File: config.mk
export PLATFORM = sky130hd
export DESIGN_NAME = fifo_rd_stream
export DESIGN_NICKNAME = d
export VERILOG_FILES = /design/src/rtl/fifo_rd_stream.sv
export SDC_FILE = /design/constraint.sdc
export NUM_CORES = 1
export LEC_CHECK = 0
export BUFFER_PORTS_ARGS = -buffer_cell sky130_fd_sc_hd__buf_2
export CAP_MARGIN = 10
export CORE_UTILIZATION = 60
export DETAILED_ROUTE_END_ITERATION = 7
export PLACE_DENSITY_LB_ADDON = 0.1
export SYNTH_ARGS = -nofsm -noshare
export SYNTH_HDL_FRONTEND = slang
export SYNTH_SLANG_ARGS = --single-unit
File: constraint.sdc
create_clock -name rclk -period 3.6 [get_ports rclk]
set_input_delay 0.72 -clock rclk [delete_from_list [all_inputs] [get_ports rclk]]
set_output_delay 0.72 -clock rclk [all_outputs]
set_load 0.05 [all_outputs]
File: src/rtl/fifo_rd_stream.sv
// Read-side drain stage for the async FIFO: pops words into a 3-entry buffer
// and presents them as a valid/ready stream, with a wrapping delivered-word counter.
module fifo_rd_stream #(
    parameter int    DSIZE       = 16,
    parameter string FALLTHROUGH = "FALSE",
    parameter int    CNTW        = 32
) (
    input  logic             rclk,
    input  logic             rrst_n,
    input  logic             rempty,
    input  logic [DSIZE-1:0] rdata,
    output logic             rinc,
    output logic             m_valid,
    input  logic             m_ready,
    output logic [DSIZE-1:0] m_data,
    output logic [CNTW-1:0]  rd_count,
    output logic [1:0]       buf_level
);

    localparam bit            SHOW_AHEAD = (FALLTHROUGH == "TRUE");
    localparam logic [CNTW-1:0] CNT_ONE  = {{(CNTW-1){1'b0}}, 1'b1};

    logic [1:0]       occ;
    logic [1:0]       head;
    logic [1:0]       tail;
    logic             inflight;
    logic [DSIZE-1:0] entry [3];
    logic [2:0]       credit;
    logic             capture;
    logic             pop;

    function automatic logic [1:0] wrap_inc(input logic [1:0] p);
        return (p == 2'd2) ? 2'd0 : p + 2'd1;
    endfunction

    // Credit counts words already held plus the one still on its way from the FIFO,
    // so a pop is only issued when there is guaranteed room to land it.
    assign credit  = {1'b0, occ} + {2'b00, inflight};
    assign rinc    = rrst_n && !rempty && (credit < 3'd3);
    assign capture = SHOW_AHEAD ? rinc : inflight;
    assign pop     = m_valid && m_ready;

    assign m_valid   = (occ != 2'd0);
    assign buf_level = occ;

    always_comb begin
        m_data = entry[0];
        if (head == 2'd1)
            m_data = entry[1];
        else if (head == 2'd2)
            m_data = entry[2];
    end

    always_ff @(posedge rclk or negedge rrst_n) begin
        if (!rrst_n) begin
            occ      <= 2'd0;
            head     <= 2'd0;
            tail     <= 2'd0;
            inflight <= 1'b0;
            rd_count <= '0;
            for (int i = 0; i < 3; i++)
                entry[i] <= '0;
        end else begin
            inflight <= SHOW_AHEAD ? 1'b0 : rinc;
            if (capture) begin
                for (int i = 0; i < 3; i++)
                    if (tail == i[1:0])
                        entry[i] <= rdata;
                tail <= wrap_inc(tail);
            end
            if (pop) begin
                head     <= wrap_inc(head);
                rd_count <= rd_count + CNT_ONE;
            end
            occ <= occ + {1'b0, capture} - {1'b0, pop};
        end
    end

endmodule

==> summary by stage, run 1 <==
Finish
The number of non-filler instances in the completed layout is 481. The final cell area excluding filler cells is 4710 µm². The fraction of the core area covered by cells at the end of the flow is 72.6%. The area growth from synthesis to layout is 14.3%. The repair_antennas step left the layout with diodes totalling 0. The library cell used most frequently in the layout, excluding fill and tap cells, is sky130_fd_sc_hd__dfrtp_1.

The final layout contains 425 nets. Of the cells placed in the final design, the portion with a size suffix greater than 1 is 37.1%. The top cell types in the final layout, fill and taps aside, are sky130_fd_sc_hd__dfrtp_1, sky130_fd_sc_hd__buf_2, sky130_fd_sc_hd__mux2_2.

STA
For the pin with the worst max-slew slack, the measured transition is 960 ps. The number of failing hold endpoints at the final stage is 0. The worst path meets setup with 794 ps of slack.

The post-route clock skew is 7.57 ps. The maximum clock rate is 0.356 GHz. For the finished layout, the period the worst path requires is 2810 ps. The final count of negative-setup-slack endpoints is 0. The final clock period utilization by the worst path is 77.9%. The remaining max-slew budget at the tightest pin is 36.0%. Adding up every negative setup slack in the final design gives 0 ps.

The max-slew violation count was 0. Setup repair after global routing left no endpoint under its margin.

Worst setup path
The reg-to-reg critical path startpoint is buf_level[1]. In this run the worst path has a maximum fanout of 27. The kind of end point of the critical path is an output pin. The capture point of the worst reg-to-reg path is buf_level[1]. STA puts the critical path data required time at 2880 ps. In this run the register-to-register setup slack is 1700 ps. The depth of the most critical reg-to-reg path is 7.

The critical setup path kind is reg -> out. The startpoint kind of the worst setup timing path is a flip-flop. STA puts the critical path data arrival time at 2090 ps.

Route
The count of vias placed by the detailed router is 2726. The via count normalized by instance count is 5.67. In the final routed layout, each cell accounts on average for 15.9 µm. The count of antenna-violating nets left after detailed routing is 0. The violation count after the first detailed-routing iteration is 158. The first detailed-routing pass ran for 6 iterations.

The aggregate routed wire length is 7630 µm. The number of design rule violations left after detail routing is 1.

Status
The run finished, with violations left. The final reports fail on design-rule violations.

Yosys
The count of synthesis-stage warnings from yosys is 0. After synthesis, the cell types taking the most area are sky130_fd_sc_hd__dfrtp_1, sky130_fd_sc_hd__mux2_2, sky130_fd_sc_hd__xnor2_1. In this run the biggest area consumer among cell types represents 52.8% of the synthesized area.

The average cell area after synthesis is 12.5 µm². The sequential fraction of the synthesis area is 52.8%. The post-synthesis cell type with the largest combined area is sky130_fd_sc_hd__dfrtp_1. The netlist area before placement is 4130 µm². Synthesis handed over a netlist of 330 instances. After synthesis, the netlist uses 38 different library cells. The number of synthesized register bits is 87. Counting every net in the synthesized netlist gives 355.

Clocking
The number of hold buffers added after CTS was 0. The buffers inserted during post-CTS setup optimization is 0. In this run, post-CTS repair resized a total of 0 instances. Clock latency on the worst-skew pair, taken at its later pin, is 340 ps.

The tree is rooted in a sky130_fd_sc_hd__clkbuf_8. The clock transition at the registers of the reported paths is 80 ps. The total number of H-tree levels is 3. The clock sink count is 87.

TritonCTS created 9 clock buffers. The clock tree from TritonCTS is yes. The maximum buffer depth of the clock tree is 2.

Job
The max capacitance violation total is 0.

Floorplanning
The starting density of the core is 63.5%. The floorplan step defined a die boundary enclosing 7210 µm². The floorplan die height is 84.9 µm. The number of core rows is 29. During I/O placement, the number of pins put on the boundary was 72. From left edge to right edge, the die measures 84.9 µm. The area inside the core boundary is 6490 µm².

Global route
The via count of the first global-routing pass is 2696. The initial antenna violation count was 0. The first-pass GRT wire length is 12900 µm. The combined global-route utilization of all metal layers is 23.0%. Entering global routing, the biggest net connects 69 pins. After global routing the overflow that remains totals 0.

Pwr
The share of total power in sequential cells is 36.7%. The power dissipated by switching net loads is 2.02 mW. The fraction of power spent switching nets is 45.0%. Across the VDD grid, the largest voltage drop is 0.369 mV. The combinational share of power is 48.3%. The total power per unit cell area is 950 nW/µm². The internal power is 2.46 mW.

In this run the static leakage power is 2.29 nW. The clock network is responsible for 15.0% of the overall power.

Placement
The placer congestion estimate is 0.729. The worst setup slack after placement is 1080 ps. The HPWL reported at the end of detailed placement is 5250 µm. In this run the tool buffered the top-level ports with 71 buffer cells. The post-placement cell count is 466. The placed instance area is 4520 µm².

Worst hold path
The path type of the worst min-delay path is in -> async.
## worst max path at each step
stage / start / end / slack (ps) / cells after the start
detailed placement: rrst_n / rinc / 1080 / 4
finish: head[0] / m_data[8] / 790 / 5
CTS: head[0] / m_data[8] / 780 / 5
global placement: rrst_n / rinc / 1140 / 4
floorplan: buf_level[0] / rinc / 540 / 3
global route: head[0] / m_data[11] / 620 / 5
## power by group through the flow
| stage | Sequential [mW] | Clock [mW] | Combinational (mW) |
|---|---|---|---|
| 6_report | 1.64 | 0.671 | 2.16 |
| 5_1_grt | 1.70 | 0.734 | 2.31 |
| 4_1_cts | 1.64 | 0.687 | 2.18 |
| 3_5_place_dp | 1.66 | 0 | 2.18 |
| 3_3_place_gp | 1.64 | 0 | 2.13 |
| 2_1_floorplan | 1.68 | 0 | 1.69 |
## routing by layer
metal  vias to the layer above  global-route usage, %  wire [µm]
li1                       1304                      -          -
met1                      1365                   30.3       3490
met2                        50                   38.9       3790
met3                         7                   4.28        261
met4                         0                   7.40         81
met5                         -                      0          0
## critical path: stages, from the launching register on
cell and delay (ps):
sky130_fd_sc_hd__dfrtp_2 700, sky130_fd_sc_hd__buf_4 420, sky130_fd_sc_hd__nor2b_1 90, sky130_fd_sc_hd__a211oi_1 240, sky130_fd_sc_hd__a21oi_1 60, sky130_fd_sc_hd__buf_2 240
## synth_stat cells
| library cell | count |
|---|---|
| sky130_fd_sc_hd__inv_1 | 6 |
| sky130_fd_sc_hd__a21o_1 | 2 |
| sky130_fd_sc_hd__buf_2 | 6 |
| sky130_fd_sc_hd__nor2_2 | 1 |
| sky130_fd_sc_hd__nand4bb_1 | 1 |
| sky130_fd_sc_hd__buf_6 | 1 |
| sky130_fd_sc_hd__buf_12 | 1 |
| sky130_fd_sc_hd__ha_1 | 5 |
| sky130_fd_sc_hd__a211oi_1 | 16 |
| sky130_fd_sc_hd__o21ai_0 | 2 |
| sky130_fd_sc_hd__nand4_1 | 7 |
| sky130_fd_sc_hd__mux2i_1 | 16 |
| sky130_fd_sc_hd__clkbuf_1 | 6 |
| sky130_fd_sc_hd__mux2_4 | 10 |
| sky130_fd_sc_hd__xnor2_1 | 25 |
| sky130_fd_sc_hd__or2_2 | 1 |
| sky130_fd_sc_hd__mux2_2 | 38 |
| sky130_fd_sc_hd__nor3_1 | 6 |
| sky130_fd_sc_hd__nor2b_1 | 16 |
| sky130_fd_sc_hd__or3_1 | 1 |
| sky130_fd_sc_hd__and4_2 | 1 |
| sky130_fd_sc_hd__nand2_1 | 13 |
| sky130_fd_sc_hd__o21ai_2 | 1 |
| sky130_fd_sc_hd__dfrtp_1 | 87 |
| sky130_fd_sc_hd__inv_2 | 2 |
| sky130_fd_sc_hd__and2_1 | 4 |
| sky130_fd_sc_hd__nand4_4 | 1 |
| sky130_fd_sc_hd__o211a_1 | 1 |
| sky130_fd_sc_hd__and3_1 | 7 |
| sky130_fd_sc_hd__a21oi_1 | 16 |
| sky130_fd_sc_hd__xor2_1 | 8 |
| sky130_fd_sc_hd__a2111oi_0 | 1 |
| sky130_fd_sc_hd__and4_1 | 3 |
| sky130_fd_sc_hd__buf_4 | 2 |
| sky130_fd_sc_hd__nor2_1 | 2 |
| sky130_fd_sc_hd__nor3_2 | 1 |
| sky130_fd_sc_hd__nand3_1 | 11 |
| sky130_fd_sc_hd__nor4_2 | 2 |
## stage by stage
step / hold slack [ps] / power [mW]
after floorplan: 424 / 3.37
after global placement: 455 / 3.76
after detailed placement: 459 / 3.84
after CTS: 261 / 4.51
after global routing: 255 / 4.75
final: 260 / 4.48
## area by class of cell
type,count,area (µm²)
timing repair buffer,75,388
tap,77,96.3
clock inverter,4,45.0
inverter,8,30.0
sequential,87,2180
multi-input combinational,219,1830
fill,477,1780
clock buffer,11,151
## registers in the layout, summed over array words and instances (netlist names)
signal and count:
entry 48, head 2, tail 2, capture 1, rd_count 32, buf_level 2
## cell families after synthesis
group / count (synthesis) / synth area share, %
AOI/OAI and AO/OA: 39 / 6.13
xor gates and xnor gates: 33 / 7.01
adders and majority gates: 5 / 1.52
buffers and inverters: 24 / 3.12
DFF: 87 / 52.8
muxes: 64 / 17.9
and+or+nand+nor: 78 / 11.6
No activity file was read; power rests on OpenSTA's default activity.
==> inputs of run 2 (changes only) <==
Settings changed: ABC_AREA from default to 1, CORE_UTILIZATION 60 to 56.
Clock period 3.6 ns to 2.6 ns, I/O delays scaled along.
==> run 2 against run 1 <==
Compared with the run above:
- the run now ends clean
- register-to-register slack worse by 750 ps
- power increased by 30%
- synthesized cell count is 54% higher
- clock skew increased by 1.9 ps
- final area up 3.6%
- critical path depth is 1 lower
- first-iteration DRC count is 21% lower
- worst setup slack lost 650 ps
- combinational power grew 26%
- sequential power is 29% higher
- largest cell class unchanged
==> summary by stage, run 2 <==
Finish
Leaving out fill and tap cells, the most frequent cell in the layout is sky130_fd_sc_hd__nand2_1. The net total in the final layout was 607 (+43%). The final cell area excluding filler cells is 4880 µm² (+3.6%). The area growth from synthesis to layout is 16.5%. The largest registers in the layout are entry (48), rd_count (32). The top cell types in the final layout, fill and taps aside, are sky130_fd_sc_hd__nand2_1, sky130_fd_sc_hd__dfrtp_1, sky130_fd_sc_hd__buf_2. The register bank with the most flops is entry.

The antenna diode instance count is 0 (unchanged). The share of layout cells above drive strength 1 is 19.4% (-18 points). The number of flip-flops in the largest register is 48 (unchanged).

Placement
The placed instance area was 4680 µm² (+3.5%). The HPWL reported at the end of detailed placement is 5960 µm (+13%). The placer congestion estimate is 0.862 (+18%). The port buffer count is 71 (unchanged).

Route
The detailed router used layers up to and including met4. The number of design rule violations left after detail routing came to 0 (-1). The count of vias placed by the detailed router was 3502 (+28%). The violation count after the first detailed-routing iteration is 125 (-21%). The aggregate routed wire length came to 8730 µm (+14%). The via count normalized by instance count is 5.10 (-9.9%). The count of antenna-violating nets left after detailed routing was 0 (unchanged).

The met1 wire length came to 3970 µm (+14%). The met2 routed wirelength is 4200 µm (+11%). The amount of wire on met3 after detailed routing came to 370 µm (+42%). The number of iterations in the first detailed-routing pass came to 4 (-2). The detailed-route wire length per cell is 12.7 µm (-20%).

Yosys
The count of synthesis-stage warnings from yosys was 0 (unchanged). The multiplexer share of the synthesized area is 0% (-18 points). The largest total area in the synthesized netlist belongs to sky130_fd_sc_hd__dfrtp_1. The prevailing post-synth register cell is sky130_fd_sc_hd__dfrtp_1. The number of synthesized register bits is 87 (unchanged). The number of standard cells after synthesis is 508 (+54%). The most common cell in the netlist is sky130_fd_sc_hd__nand2_1. The netlist area before placement is 4190 µm² (+1.6%). The number of synthesized flops with an enable pin was 0 (unchanged).

The basic-gate share of the synthesized area counting and, or, nand and nor cells is 25.6% (+14 points). The fraction of registers with async set/reset is 100% (unchanged). The top cell type's share of synthesized area is 52.0% (-0.82 points).

The main combinational cell family by area after synthesis is simple AND/OR/NAND/NOR gates. The count of cell types in the netlist is 24 (-37%). The post-synthesis share of cell area spent on full adders, half adders and majority gates is 1.49% (-0.024 points). The sequential fraction of the synthesis area is 52.0% (-0.82 points). The average cell area after synthesis is 8.25 µm² (-34%). By count the netlist is led by sky130_fd_sc_hd__nand2_1, sky130_fd_sc_hd__dfrtp_1, sky130_fd_sc_hd__inv_1. The number of nets in the synthesized netlist is 533 (+50%). The share of the synthesized netlist area taken by xor and xnor gates is 4.39% (-2.6 points). By area the synthesized netlist is led by sky130_fd_sc_hd__dfrtp_1, sky130_fd_sc_hd__nand2_1, sky130_fd_sc_hd__o21ai_0. The synthesized-area fraction occupied by ao, oa, aoi and oai cells was 9.20% (+3.1 points).

STA
Counting I/O delays and the setup requirement, the final critical path takes 2460 ps. The max-slew violation count is 0 (unchanged). The final clock period utilization by the worst path is 94.4%. The post-route clock skew is 9.47 ps (+1.90 ps). Setup repair after global routing left no endpoint under its margin. The final count of negative-setup-slack endpoints was 0 (unchanged). The sum of negative setup slack is 0 ps (unchanged).

The maximum clock rate is 0.407 GHz. The final worst hold slack is 266 ps (+6.15 ps). The transition time of the tightest slew-check pin is 581 ps (-379 ps).

The number of failing hold endpoints at the final stage came to 0 (unchanged). The remaining max-slew budget at the tightest pin is 61.3% (+25 points).

Global route
The initial antenna violation count is 0 (unchanged). The combined global-route utilization of all metal layers is 24.7% (+1.8 points). The total global routing overflow is 0 (unchanged). The first-pass GRT wire length is 14700 µm (+13%). The pin count of the biggest net entering global routing is 47 (-32%). The via count of the first global-routing pass was 3213 (+19%).

Floorplanning
The width of the die is 88.5 µm (+4.2%). The number of core rows is 31 (+6.9%). The floorplan die height was 88.5 µm (+4.2%). The starting density of the core came to 57.8% (-5.7 points).

The area inside the core boundary was 7250 µm² (+12%). The die footprint is 7830 µm² (+8.6%). The I/O pin count was 72 (unchanged).

Worst setup path
The signal on the critical path passes through ha_1, ha_1, a2111oi_4, buf_4. The critical path depth was 4 (-1). The setup path with the least slack is of type reg -> out.

The gate family responsible for the most delay along the worst path is adder cells. The worst endpoint data arrival time is 1940 ps (-150 ps). The depth of the most critical reg-to-reg path is 7 (unchanged).

The number of buffer and inverter instances along the worst setup path came to 1 (-1). The startpoint kind of the worst setup timing path is a flip-flop. The delay of the slowest cell on the worst path is 440 ps (-260 ps). The critical path's most frequent cell is sky130_fd_sc_hd__ha_1. The biggest fanout along the worst timing path is 5 (-81%). STA classifies the critical path endpoint as an output pin. The slowest library cell on the worst path is sky130_fd_sc_hd__dfrtp_1. The required time at the worst-slack endpoint is 2080 ps (-800 ps).

Clocking
The clock transition at the registers of the reported paths is 90 ps (about the same). In this run the clock root is driven by a sky130_fd_sc_hd__clkbuf_8. TritonCTS built the clock tree. The clock sink count came to 87 (unchanged). The source-to-sink clock delay at the later pin of the worst-skew pair is 350 ps (about the same). The total number of H-tree levels came to 3 (unchanged). The number of CTS-inserted buffers is 9 (unchanged). The post-cts hold buffer count is 0 (unchanged). The maximum buffer depth of the clock tree is 2 (unchanged).

Status
The run finished with clean final reports.

Pwr
The total power per unit cell area was 1190 nW/µm² (+25%). The post-layout total power is 5.81 mW (+30%). The peak ir drop on the vdd network is 0.775 mV (+110%). The leakage dissipation is 2.51 nW (+9.4%).

Worst hold path
The path type of the worst min-delay path is in -> async.

Job
The max capacitance violation total is 0 (unchanged).
[run 2: cell types whose count changed after synthesis, moves of 37 or more]
cell | before | now
sky130_fd_sc_hd__nor2_1 | 2 | 39
sky130_fd_sc_hd__o21ai_0 | 2 | 52
sky130_fd_sc_hd__nand2_1 | 13 | 148
sky130_fd_sc_hd__mux2_2 | 38 | 0
sky130_fd_sc_hd__inv_1 | 6 | 65
[run 2: final timing paths]
path	startpoint	end	slack (ps)
max in group asynchronous	rrst_n	rd_count[9]	1330
min	rrst_n	rd_count[7]	270
min reg2reg	entry[36]	entry[36]	490
max reg2reg	buf_level[1]	rd_count[17]	950
max	buf_level[0]	rinc	140
min in group rclk	rempty	capture	350
[run 2: layout make-up]
class,instances,area (µm²)
Clock buffer,11,141
Clock inverter,5,57.6
Fill cell,601,2370
Inverter,65,248
Multi-Input combinational cell,341,1720
Sequential cell,87,2180
Tap cell,99,124
Timing Repair Buffer,78,413
[run 2: timing repair]
item / 4_1_cts / 5_1_grt
endpoints found under the hold margin: 0 / 0
gates resized for setup: 0 / 3
setup endpoints to repair: 0 / 6
setup buffers: 0 / 0
[run 2: report_power, final]
group | total (mW) | internal (mW) | switching, mW
combinational | 2.73 | 0.714 | 2.02
clock | 0.956 | 0.469 | 0.487
sequential | 2.12 | 1.82 | 0.292
total | 5.81 | 3.01 | 2.80
[run 2: kinds of logic (layout without fill, tap and decap cells)]
logic type      after synthesis  in the layout
simple gates                244            244
compound gates               71             71
fa+ha+maj                     5              5
buf+inv                      80            159
xor+xnor                     21             21
flops                        87             87
[run 2: per-layer routing]
| metal | global-route usage [%] | vias to the layer above |
|---|---|---|
| met3 | 4.57 | 15 |
| li1 | - | 1756 |
| met4 | 11.6 | 0 |
| met5 | 0 | - |
| met2 | 41.5 | 91 |
| met1 | 31.1 | 1640 |
[run 2: per-stage QoR]
stage,cells,setup WS [ps],util [%]
floorplan,508,118,-
global placement,670,498,64.5
detailed placement,670,465,64.5
CTS,686,58.7,67.2
global route,686,21.7,67.3
finish,686,145,67.3
